--- config.mk ---
export PLATFORM = sky130hd
export DESIGN_NAME = run_controller
export DESIGN_NICKNAME = d
export VERILOG_FILES = /design/src/rtl/run_controller.sv
export SDC_FILE = /design/constraint.sdc
export NUM_CORES = 1
export LEC_CHECK = 0
export CAP_MARGIN = 20
export CORE_MARGIN = 1.5
export CORE_UTILIZATION = 30
export CTS_BUF_LIST = sky130_fd_sc_hd__clkbuf_16
export CTS_CLUSTER_SIZE = 12
export DETAILED_ROUTE_END_ITERATION = 7
export SLEW_MARGIN = 40
export SYNTH_ARGS = -nofsm -noshare
export SYNTH_HDL_FRONTEND = slang
export SYNTH_SLANG_ARGS = --single-unit
--- constraint.sdc ---
create_clock -name clk -period 8.6 [get_ports clk]
set_input_delay 1.29 -clock clk [delete_from_list [all_inputs] [get_ports clk]]
set_output_delay 1.29 -clock clk [all_outputs]
set_load 0.05 [all_outputs]
--- src/rtl/run_controller.sv ---
// run_controller
//   Run-control and result capture for the single-cycle datapath. On start
//   it walks a clear index across data memory and register file (writing 0),
//   releases the core, watches the PC for a jump-to-self halt or a cycle
//   timeout, then freezes the core and reads two result registers.
//
// Ports
//   clk, rst              clock (rising edge), async active-high reset
//   start                 begin clear+run (honoured in IDLE/DONE only)
//   dmem_we, dmem_addr    data memory clear port
//   rf_we, rf_waddr       register file clear port
//   clr_wdata             clear write data (always 0)
//   core_rst              holds the datapath in reset when 1
//   pc                    core program counter
//   rf_raddr, rf_rdata    register file combinational read port
//   result_a, result_b    captured result registers
//   cycles                RUN cycles elapsed (saturating)
//   timeout               run ended by the cycle limit
//   done                  results valid
module run_controller #(
  parameter int DATA_W        = 32,
  parameter int DMEM_DEPTH    = 32,
  parameter int RF_DEPTH      = 32,
  parameter int ADDR_W        = 5,
  parameter int PC_W          = 32,
  parameter int MAX_CYCLES    = 90,
  parameter int STABLE_CYCLES = 3,
  parameter int RES_REG_A     = 16,
  parameter int RES_REG_B     = 17
) (
  input  logic              clk,
  input  logic              rst,
  input  logic              start,
  output logic              dmem_we,
  output logic [ADDR_W-1:0] dmem_addr,
  output logic              rf_we,
  output logic [ADDR_W-1:0] rf_waddr,
  output logic [DATA_W-1:0] clr_wdata,
  output logic              core_rst,
  input  logic [PC_W-1:0]   pc,
  output logic [ADDR_W-1:0] rf_raddr,
  input  logic [DATA_W-1:0] rf_rdata,
  output logic [DATA_W-1:0] result_a,
  output logic [DATA_W-1:0] result_b,
  output logic [31:0]       cycles,
  output logic              timeout,
  output logic              done
);

  localparam int N    = (DMEM_DEPTH > RF_DEPTH) ? DMEM_DEPTH : RF_DEPTH;
  localparam int SC_W = $clog2(STABLE_CYCLES + 1);

  localparam logic [ADDR_W-1:0] K_LAST     = ADDR_W'(N - 1);
  localparam logic [ADDR_W:0]   DMEM_LIM   = (ADDR_W + 1)'(DMEM_DEPTH);
  localparam logic [ADDR_W:0]   RF_LIM     = (ADDR_W + 1)'(RF_DEPTH);
  localparam logic [31:0]       MAX_C      = 32'(MAX_CYCLES);
  localparam logic [SC_W-1:0]   STABLE_LIM = SC_W'(STABLE_CYCLES);

  typedef enum logic [2:0] {
    S_IDLE, S_CLEAR, S_RUN, S_READ_A, S_READ_B, S_DONE
  } state_t;

  state_t             state_q, state_d;
  logic [ADDR_W-1:0]  k_q, k_d;
  logic [31:0]        cycles_q, cycles_d;
  logic [SC_W-1:0]    stable_cnt_q, stable_cnt_d;
  logic [PC_W-1:0]    pc_prev_q, pc_prev_d;
  logic               timeout_q, timeout_d;
  logic [DATA_W-1:0]  result_a_q, result_a_d;
  logic [DATA_W-1:0]  result_b_q, result_b_d;

  logic [31:0]        cycles_inc;
  logic [SC_W-1:0]    stable_next;
  logic               first_run;
  logic               halt;
  logic               time_up;

  // RUN-cycle bookkeeping. cycles is zeroed on entry to CLEAR, so a zero
  // count marks the first RUN cycle, where pc_prev is not yet meaningful.
  always_comb begin
    cycles_inc  = (cycles_q == '1) ? cycles_q : cycles_q + 32'd1;
    first_run   = (cycles_q == '0);
    stable_next = '0;
    if (!first_run && (pc == pc_prev_q)) begin
      stable_next = (stable_cnt_q == STABLE_LIM) ? stable_cnt_q
                                                 : stable_cnt_q + 1'b1;
    end
    halt    = (state_q == S_RUN) && (stable_next == STABLE_LIM) && !first_run;
    time_up = (state_q == S_RUN) && (cycles_inc >= MAX_C);
  end

  // State register
  always_ff @(posedge clk or posedge rst) begin
    if (rst) begin
      state_q <= S_IDLE;
    end else begin
      state_q <= state_d;
    end
  end

  // Next-state logic
  always_comb begin
    state_d = state_q;
    case (state_q)
      S_IDLE:   if (start) state_d = S_CLEAR;
      S_CLEAR:  if (k_q == K_LAST) state_d = S_RUN;
      S_RUN:    if (halt || time_up) state_d = S_READ_A;
      S_READ_A: state_d = S_READ_B;
      S_READ_B: state_d = S_DONE;
      S_DONE:   if (start) state_d = S_CLEAR;
      default:  state_d = S_IDLE;
    endcase
  end

  // Datapath registers
  always_ff @(posedge clk or posedge rst) begin
    if (rst) begin
      k_q          <= '0;
      cycles_q     <= '0;
      stable_cnt_q <= '0;
      pc_prev_q    <= '0;
      timeout_q    <= 1'b0;
      result_a_q   <= '0;
      result_b_q   <= '0;
    end else begin
      k_q          <= k_d;
      cycles_q     <= cycles_d;
      stable_cnt_q <= stable_cnt_d;
      pc_prev_q    <= pc_prev_d;
      timeout_q    <= timeout_d;
      result_a_q   <= result_a_d;
      result_b_q   <= result_b_d;
    end
  end

  always_comb begin
    k_d          = k_q;
    cycles_d     = cycles_q;
    stable_cnt_d = stable_cnt_q;
    pc_prev_d    = pc_prev_q;
    timeout_d    = timeout_q;
    result_a_d   = result_a_q;
    result_b_d   = result_b_q;
    case (state_q)
      S_IDLE, S_DONE: begin
        if (start) begin
          k_d          = '0;
          cycles_d     = '0;
          stable_cnt_d = '0;
          pc_prev_d    = '0;
          timeout_d    = 1'b0;
          result_a_d   = '0;
          result_b_d   = '0;
        end
      end
      S_CLEAR: k_d = (k_q == K_LAST) ? '0 : k_q + 1'b1;
      S_RUN: begin
        cycles_d     = cycles_inc;
        stable_cnt_d = stable_next;
        pc_prev_d    = pc;
        // A halt seen on the limit cycle is still a clean halt.
        if (halt) begin
          timeout_d = 1'b0;
        end else if (time_up) begin
          timeout_d = 1'b1;
        end
      end
      S_READ_A: result_a_d = rf_rdata;
      S_READ_B: result_b_d = rf_rdata;
      default: ;
    endcase
  end

  // Output logic
  always_comb begin
    dmem_we   = 1'b0;
    dmem_addr = '0;
    rf_we     = 1'b0;
    rf_waddr  = '0;
    rf_raddr  = '0;
    core_rst  = 1'b1;
    done      = 1'b0;
    case (state_q)
      S_CLEAR: begin
        dmem_we   = ({1'b0, k_q} < DMEM_LIM);
        dmem_addr = k_q;
        rf_we     = ({1'b0, k_q} < RF_LIM);
        rf_waddr  = k_q;
      end
      S_RUN:    core_rst = 1'b0;
      S_READ_A: rf_raddr = ADDR_W'(RES_REG_A);
      S_READ_B: rf_raddr = ADDR_W'(RES_REG_B);
      S_DONE:   done = 1'b1;
      default: ;
    endcase
  end

  assign clr_wdata = '0;
  assign result_a  = result_a_q;
  assign result_b  = result_b_q;
  assign cycles    = cycles_q;
  assign timeout   = timeout_q;

endmodule
==> summary.txt, run 1 <==
Sum of buffers and inverters on the critical path - 1
Number of antenna-violating nets in the routed design - 0
Yosys warning total - 0
Number of flops mapped to enable cells by yosys - 0
Number of standard cells after synthesis - 785
Count of unique library cells instantiated by Yosys - 65
RSZ-0062 raised after global routing - no
Routed vias - 6429
Synth async-reset ratio - 1.00
Number of nets in the finished design - 997
Arrival @ worst endpoint - 2.71 ns
Dominant register cell in the synthesized netlist - dfrtp_1
Gate family responsible for the most delay along the worst path - simple AND/OR/NAND/NOR gates
Most common cell after layout, fill and taps aside - clkdlybuf4s50_1
Count of clock tree sinks - 139
Hold crit path type - reg2reg
Final-report setup violation count - 0
Worst flop-to-flop path startpoint - cycles[17]
Vias per inst - 5.09
Hold-fix buffers, CTS - 0
Routed wire length per instance - 17.0 microns
Top-level I/O count - 215
Total wire length - 21500 microns
Sum of negative setup slack - 0 ns
TritonCTS clock tree - yes
Total leakage power - 0.00419 uW
Post-layout total power - 3250 uW
Die Y-Extent - 160 microns
Mean post-synth cell area - 9.45 sq um
Min-Delay Path Depth - 1
Number of failing hold endpoints at the final stage - 0
Overall overflow remaining after global route - 0
H-tree depth - 4
Total instance count after detailed placement - 1231
Logic depth of the worst register-to-register path - 8
Synthesized-area fraction occupied by xor and xnor cells - 0.0520
CTS Root Buffer Type - clkbuf_16
P&R area growth vs syn - 32.8%
Routability congestion estimate from global placement - 0.829
Worst Path Required - 7.31 ns
Maximum net fanout on the critical path - 12
Internal power - 1710 uW
Setup fix buffers added after clock tree synthesis - 0
Peak clock frequency supported by timing - 0.250 GHz
Skew final - 0.0141 ns
Critical register-to-register path endpoint - timeout
Net switching fraction of the power - 0.472
Clock buffer count from CTS - 17
Category of the critical setup timing path - reg2out
Die width - 160 microns
Final setup margin - 4.60 ns
Antenna violations before repair - 0
Fraction of final layout cells sized beyond drive strength 1 - 0.0639
Critical path depth - 3
Total Die Area - 0.0257 sq mm
Highest ir drop seen on vdd - 191 uV
Flop pwr share - 0.311
Number of DRC markers after the initial detailed-route iteration - 526
Beginning of the worst hold path - result_b[31]
Final Max Tran Viols - 0
Worst hold slack after final layout - 0.497 ns
Slack of the worst reg-to-reg path - 4.84 ns
Count of cells resized by post-cts repair - 0
Pwr per Cell Area - 330 mW/mm^2
Clk_lat worst skew - 0.43 ns
Shortest clock period the worst path allows after layout - 4.00 ns
Half-perimeter wire length of the detailed placement result - 14600 microns
Post-route DRC violation count - 0
Number of standard-cell rows in the floorplan - 57
Initial Utilization - 0.305
Compound-cell area share of the yosys netlist - 0.204
Number of inserted diodes - 0
Flops & latches, synth - 139
Slew at the pin closest to its max-slew limit - 0.765 ns
Main combinational cell family by area after synthesis - compound AO/OA/AOI/OAI gates
Highest-count cells in the layout ignoring fill and taps - clkdlybuf4s50_1 (179), dfrtp_1 (139), nand2_1 (114)
Basic-gate share of the synthesized area counting and, or, nand and nor cells - 0.179
Cell area after synthesis - 0.00741 sq mm
Via count of the first global-routing pass - 6067
Kind of launch point of the worst setup path - flip-flop
Clock Power Share - 0.225
Period utilization - 0.465
Critical path's largest stage delay - 0.86 ns
Gate power share - 0.465
Placeable Area - 0.0243 sq mm
Worst Hold End - result_b[31]
Global-route total usage across every layer - 0.169
Number of port buffers - 179
Pin count of the biggest net entering global routing - 85
Buffers from clock root to sink, at most - 2
Outcome - finished clean
Chain of cells forming the critical path - nor2b_1 > and2_1 > clkdlybuf4s50_1
Post-route insts no fill - 1263
Reported max-cap violation count - 0
Drt first pass iters - 5
Proportion of synthesized chip area in sequential cells - 0.469
Portion of netlist area occupied by mux cells - 0.00405
Sw power - 1530 uW
Slew margin rel. - 0.486
Crit path capture type - output port
Slowest cell on the critical path - clkdlybuf4s50_1
CTS clock-pin slew for the worst setup and hold paths - 0.06 ns
Adder-cell area share of the yosys netlist - 0.00675
Worst slack after detailed placement - 4.69 ns
Wire length of the first global-routing pass - 34200 microns
[per-stage QoR]
stage | area, sq um | utilization
after CTS | 9840 | 0.405
after detailed placement | 9260 | 0.381
after floorplan | 7540 | -
after global routing | 9850 | 0.405
after global placement | 9250 | 0.380
final | 9850 | 0.405
[logic make-up after synthesis]
logic type	after synthesis
other cells	1
xor+xnor	44
compound gates	221
fa+ha+maj	4
simple gates	259
mux	3
buf+inv	114
flops	139
[worst reg2reg max path, delay by kind of cell, from the launching register on]
kind            cells  cell delay, ns
compound gates      2            0.50
flops               1            0.64
simple gates        6            2.50
[power groups by stage]
stage                     sequential [uW]  clock, uW  combinational (uW)
final                                1010        731                1510
after global placement               1010          0                1510
after CTS                            1010        753                1520
after global routing                 1040        783                1590
after floorplan                      1410          0                 618
after detailed placement             1020          0                1520
[layout make-up]
class                      instances  area, sq um
clock inverter                    15          156
inverter                          14         60.1
clock buffer                      17          425
sequential                       139         3480
fill                            2407        14500
tap                              324          405
multi-input combinational        566         3460
timing repair buffer             188         1860
[synthesized netlist by cell type (all sizes together), types with 2 or more instances]
library cell / count / area share
nand3: 13 / 0.0088
nor2: 28 / 0.015
nor3: 13 / 0.011
and2: 3 / 0.0025
a22o: 67 / 0.079
mux2i: 3 / 0.0041
or4: 2 / 0.0020
a21oi: 19 / 0.013
a21o: 4 / 0.0041
o31ai: 15 / 0.017
nor4: 23 / 0.020
clkbuf: 43 / 0.022
buf: 57 / 0.055
nor4b: 3 / 0.0035
or2: 2 / 0.0017
xor2: 39 / 0.046
xnor2: 5 / 0.0059
o211ai: 2 / 0.0020
nand2: 114 / 0.058
or4b: 2 / 0.0027
a311oi: 2 / 0.0024
and4: 5 / 0.0059
dfrtp: 139 / 0.47
and3: 13 / 0.011
inv: 14 / 0.0071
nand2b: 2 / 0.0017
nor2b: 4 / 0.0034
nand4: 23 / 0.024
a31oi: 10 / 0.0084
ha: 4 / 0.0068
or3: 7 / 0.0059
o21ai: 83 / 0.056
o22a: 2 / 0.0024
a211oi: 3 / 0.0030
[routing by layer]
layer / vias to the layer above / wire [microns] / GRT usage
met5: - / 0 / 0
li1: 3056 / - / -
met4: 0 / 403 / 0.0573
met3: 31 / 1260 / 0.0400
met1: 3112 / 10000 / 0.237
met2: 230 / 9750 / 0.255
[flip-flops by register name, indices dropped and copies added, names as in the netlist]
name / count
cycles: 32
pc_prev_q: 32
result_a: 32
result_b: 32
k_q: 5
state_q: 3
stable_cnt_q: 2
timeout: 1
[worst max-delay path by stage]
stage / from / to
after floorplan: rst / cycles[0]
after global placement: pc[29] / timeout
after detailed placement: pc[8] / timeout
after CTS: state_q[0] / rf_we
after global routing: state_q[0] / dmem_we
final: state_q[0] / rf_we
No activity file was read; power rests on OpenSTA's default activity.
==> inputs of run 2 (changes only) <==
- clock period: 8.6 -> 3.4 ns (I/O delays scaled with it)
==> run 2 against run 1 <==
Against the previous run: critical path depth rose by 5; design area up 3.2%; first-iteration DRC count increased by 1.7%; via count rose by 2.6%; total power increased to 2.5 times the previous value; setup slack got worse by 4.4 ns; sequential power increased by 140%; largest cell class unchanged; largest power group unchanged; highest routed layer unchanged.
==> summary.txt, run 2 (synthesis results as in run 1) <==
Total wire length - 22300 microns
Worst hold slack after final layout - 0.496 ns
Number of port buffers - 179
Worst Hold End - result_b[0]
Clk_lat worst skew - 0.42 ns
Highest-count cells in the layout ignoring fill and taps - clkdlybuf4s50_1 (178), dfrtp_1 (139), nand2_1 (114)
Kind of launch point of the worst setup path - flip-flop
Shortest clock period the worst path allows after layout - 3.25 ns
TritonCTS clock tree - yes
Post-route insts no fill - 1304
Routed wire length per instance - 17.1 microns
Final Max Tran Viols - 0
Reported max-cap violation count - 0
Min-Delay Path Depth - 1
Peak clock frequency supported by timing - 0.308 GHz
Category of the critical setup timing path - reg2reg
Global routing usage on met2 - 0.271
Count of clock tree sinks - 139
Die width - 160 microns
Overall overflow remaining after global route - 0
Placeable Area - 0.0243 sq mm
Slew margin rel. - 0.510
RSZ-0062 raised after global routing - no
Number of standard-cell rows in the floorplan - 57
Number of nets in the finished design - 1038
Total Die Area - 0.0257 sq mm
Routed vias - 6596
Fraction of final layout cells sized beyond drive strength 1 - 0.105
Count of cells resized by post-cts repair - 0
Setup fix buffers added after clock tree synthesis - 0
Hold crit path type - reg2reg
CTS clock-pin slew for the worst setup and hold paths - 0.07 ns
Final instance area - 0.0102 sq mm
Hold-fix buffers, CTS - 0
CTS Root Buffer Type - clkbuf_16
Slew at the pin closest to its max-slew limit - 0.728 ns
Crit path capture type - flip-flop
Die Y-Extent - 160 microns
Vias per inst - 5.06
Pwr per Cell Area - 814 mW/mm^2
Period utilization - 0.955
Half-perimeter wire length of the detailed placement result - 15500 microns
H-tree depth - 4
Post-route DRC violation count - 0
Via count of the first global-routing pass - 6387
Number of inserted diodes - 0
Buffers from clock root to sink, at most - 2
Final-report setup violation count - 0
Maximum net fanout on the critical path - 9
Sum of negative setup slack - 0 ns
Pin count of the biggest net entering global routing - 140
Top-level I/O count - 215
Outcome - finished clean
Arrival @ worst endpoint - 3.55 ns
Number of antenna-violating nets in the routed design - 0
Worst Path Required - 3.70 ns
Met1 track demand over resource - 0.250
Antenna violations before repair - 0
Critical register-to-register path endpoint - timeout
Beginning of the worst hold path - result_b[0]
Total leakage power - 0.00439 uW
Drt first pass iters - 5
Slack of the worst reg-to-reg path - 0.15 ns
Cell area reported after detailed placement - 0.00957 sq mm
Wire length of the first global-routing pass - 36200 microns
Global-route total usage across every layer - 0.177
Worst flop-to-flop path startpoint - cycles[18]
Skew final - 0.0142 ns
Post-layout total power - 8270 uW
Number of DRC markers after the initial detailed-route iteration - 535
P&R area growth vs syn - 37.0%
Initial Utilization - 0.305
GR met3 Demand/Resource - 0.0291
Highest ir drop seen on vdd - 681 uV
Most utilized layer in the global route result - met2
Number of failing hold endpoints at the final stage - 0
Total instance count after detailed placement - 1271
Clock buffer count from CTS - 17
Most common cell after layout, fill and taps aside - clkdlybuf4s50_1
Logic depth of the worst register-to-register path - 8
Routability congestion estimate from global placement - 0.881
==> run 2: worst max-delay path, stage by stage, from the launching register on <==
cell	delay [ns]
dfrtp_1	0.48
nand4_1	0.29
or3_1	0.58
nor4_1	0.45
xnor2_1	0.19
o2111ai_1	0.14
or3_1	0.35
or3_1	0.38
a32o_2	0.27
==> run 2: area by class of cell <==
cell class / count / area [sq um]
flip-flops and latches: 139 / 3480
well taps: 324 / 405
fillers: 2409 / 14200
multi-input cells: 566 / 3450
repair buffers: 229 / 2210
inverters: 14 / 56.3
clock buffers: 17 / 425
clock inverters: 15 / 128
==> run 2: power breakdown <==
part / total [uW] / switching [uW] / internal, uW
registers: 2390 / 333 / 2060
logic: 4090 / 2750 / 1350
clock network: 1790 / 825 / 960
==> run 2: how the worst max path moves through the flow <==
stage,startpoint,endpoint,cells after the start
6_report,cycles[18],timeout,8
5_1_grt,cycles[18],timeout,8
4_1_cts,state_q[0],rf_waddr[4],3
3_5_place_dp,pc[5],timeout,9
3_3_place_gp,pc[5],timeout,9
2_1_floorplan,cycles[0],timeout,8
==> run 2: layer usage <==
metal  up-vias  wire, microns  share of wire
met4         0            508          0.023
met3        31           1120          0.050
li1       3138              -              -
met1      3191          10300           0.46
met5         -              0              0
met2       236          10300           0.46
==> run 2: per-stage QoR <==
| step | setup WS [ns] | utilization |
|---|---|---|
| 2_1_floorplan | 0.0684 | - |
| 3_3_place_gp | 0.229 | 0.394 |
| 3_5_place_dp | 0.227 | 0.394 |
| 4_1_cts | 0.239 | 0.416 |
| 5_1_grt | 0.0559 | 0.418 |
| 6_report | 0.154 | 0.418 |
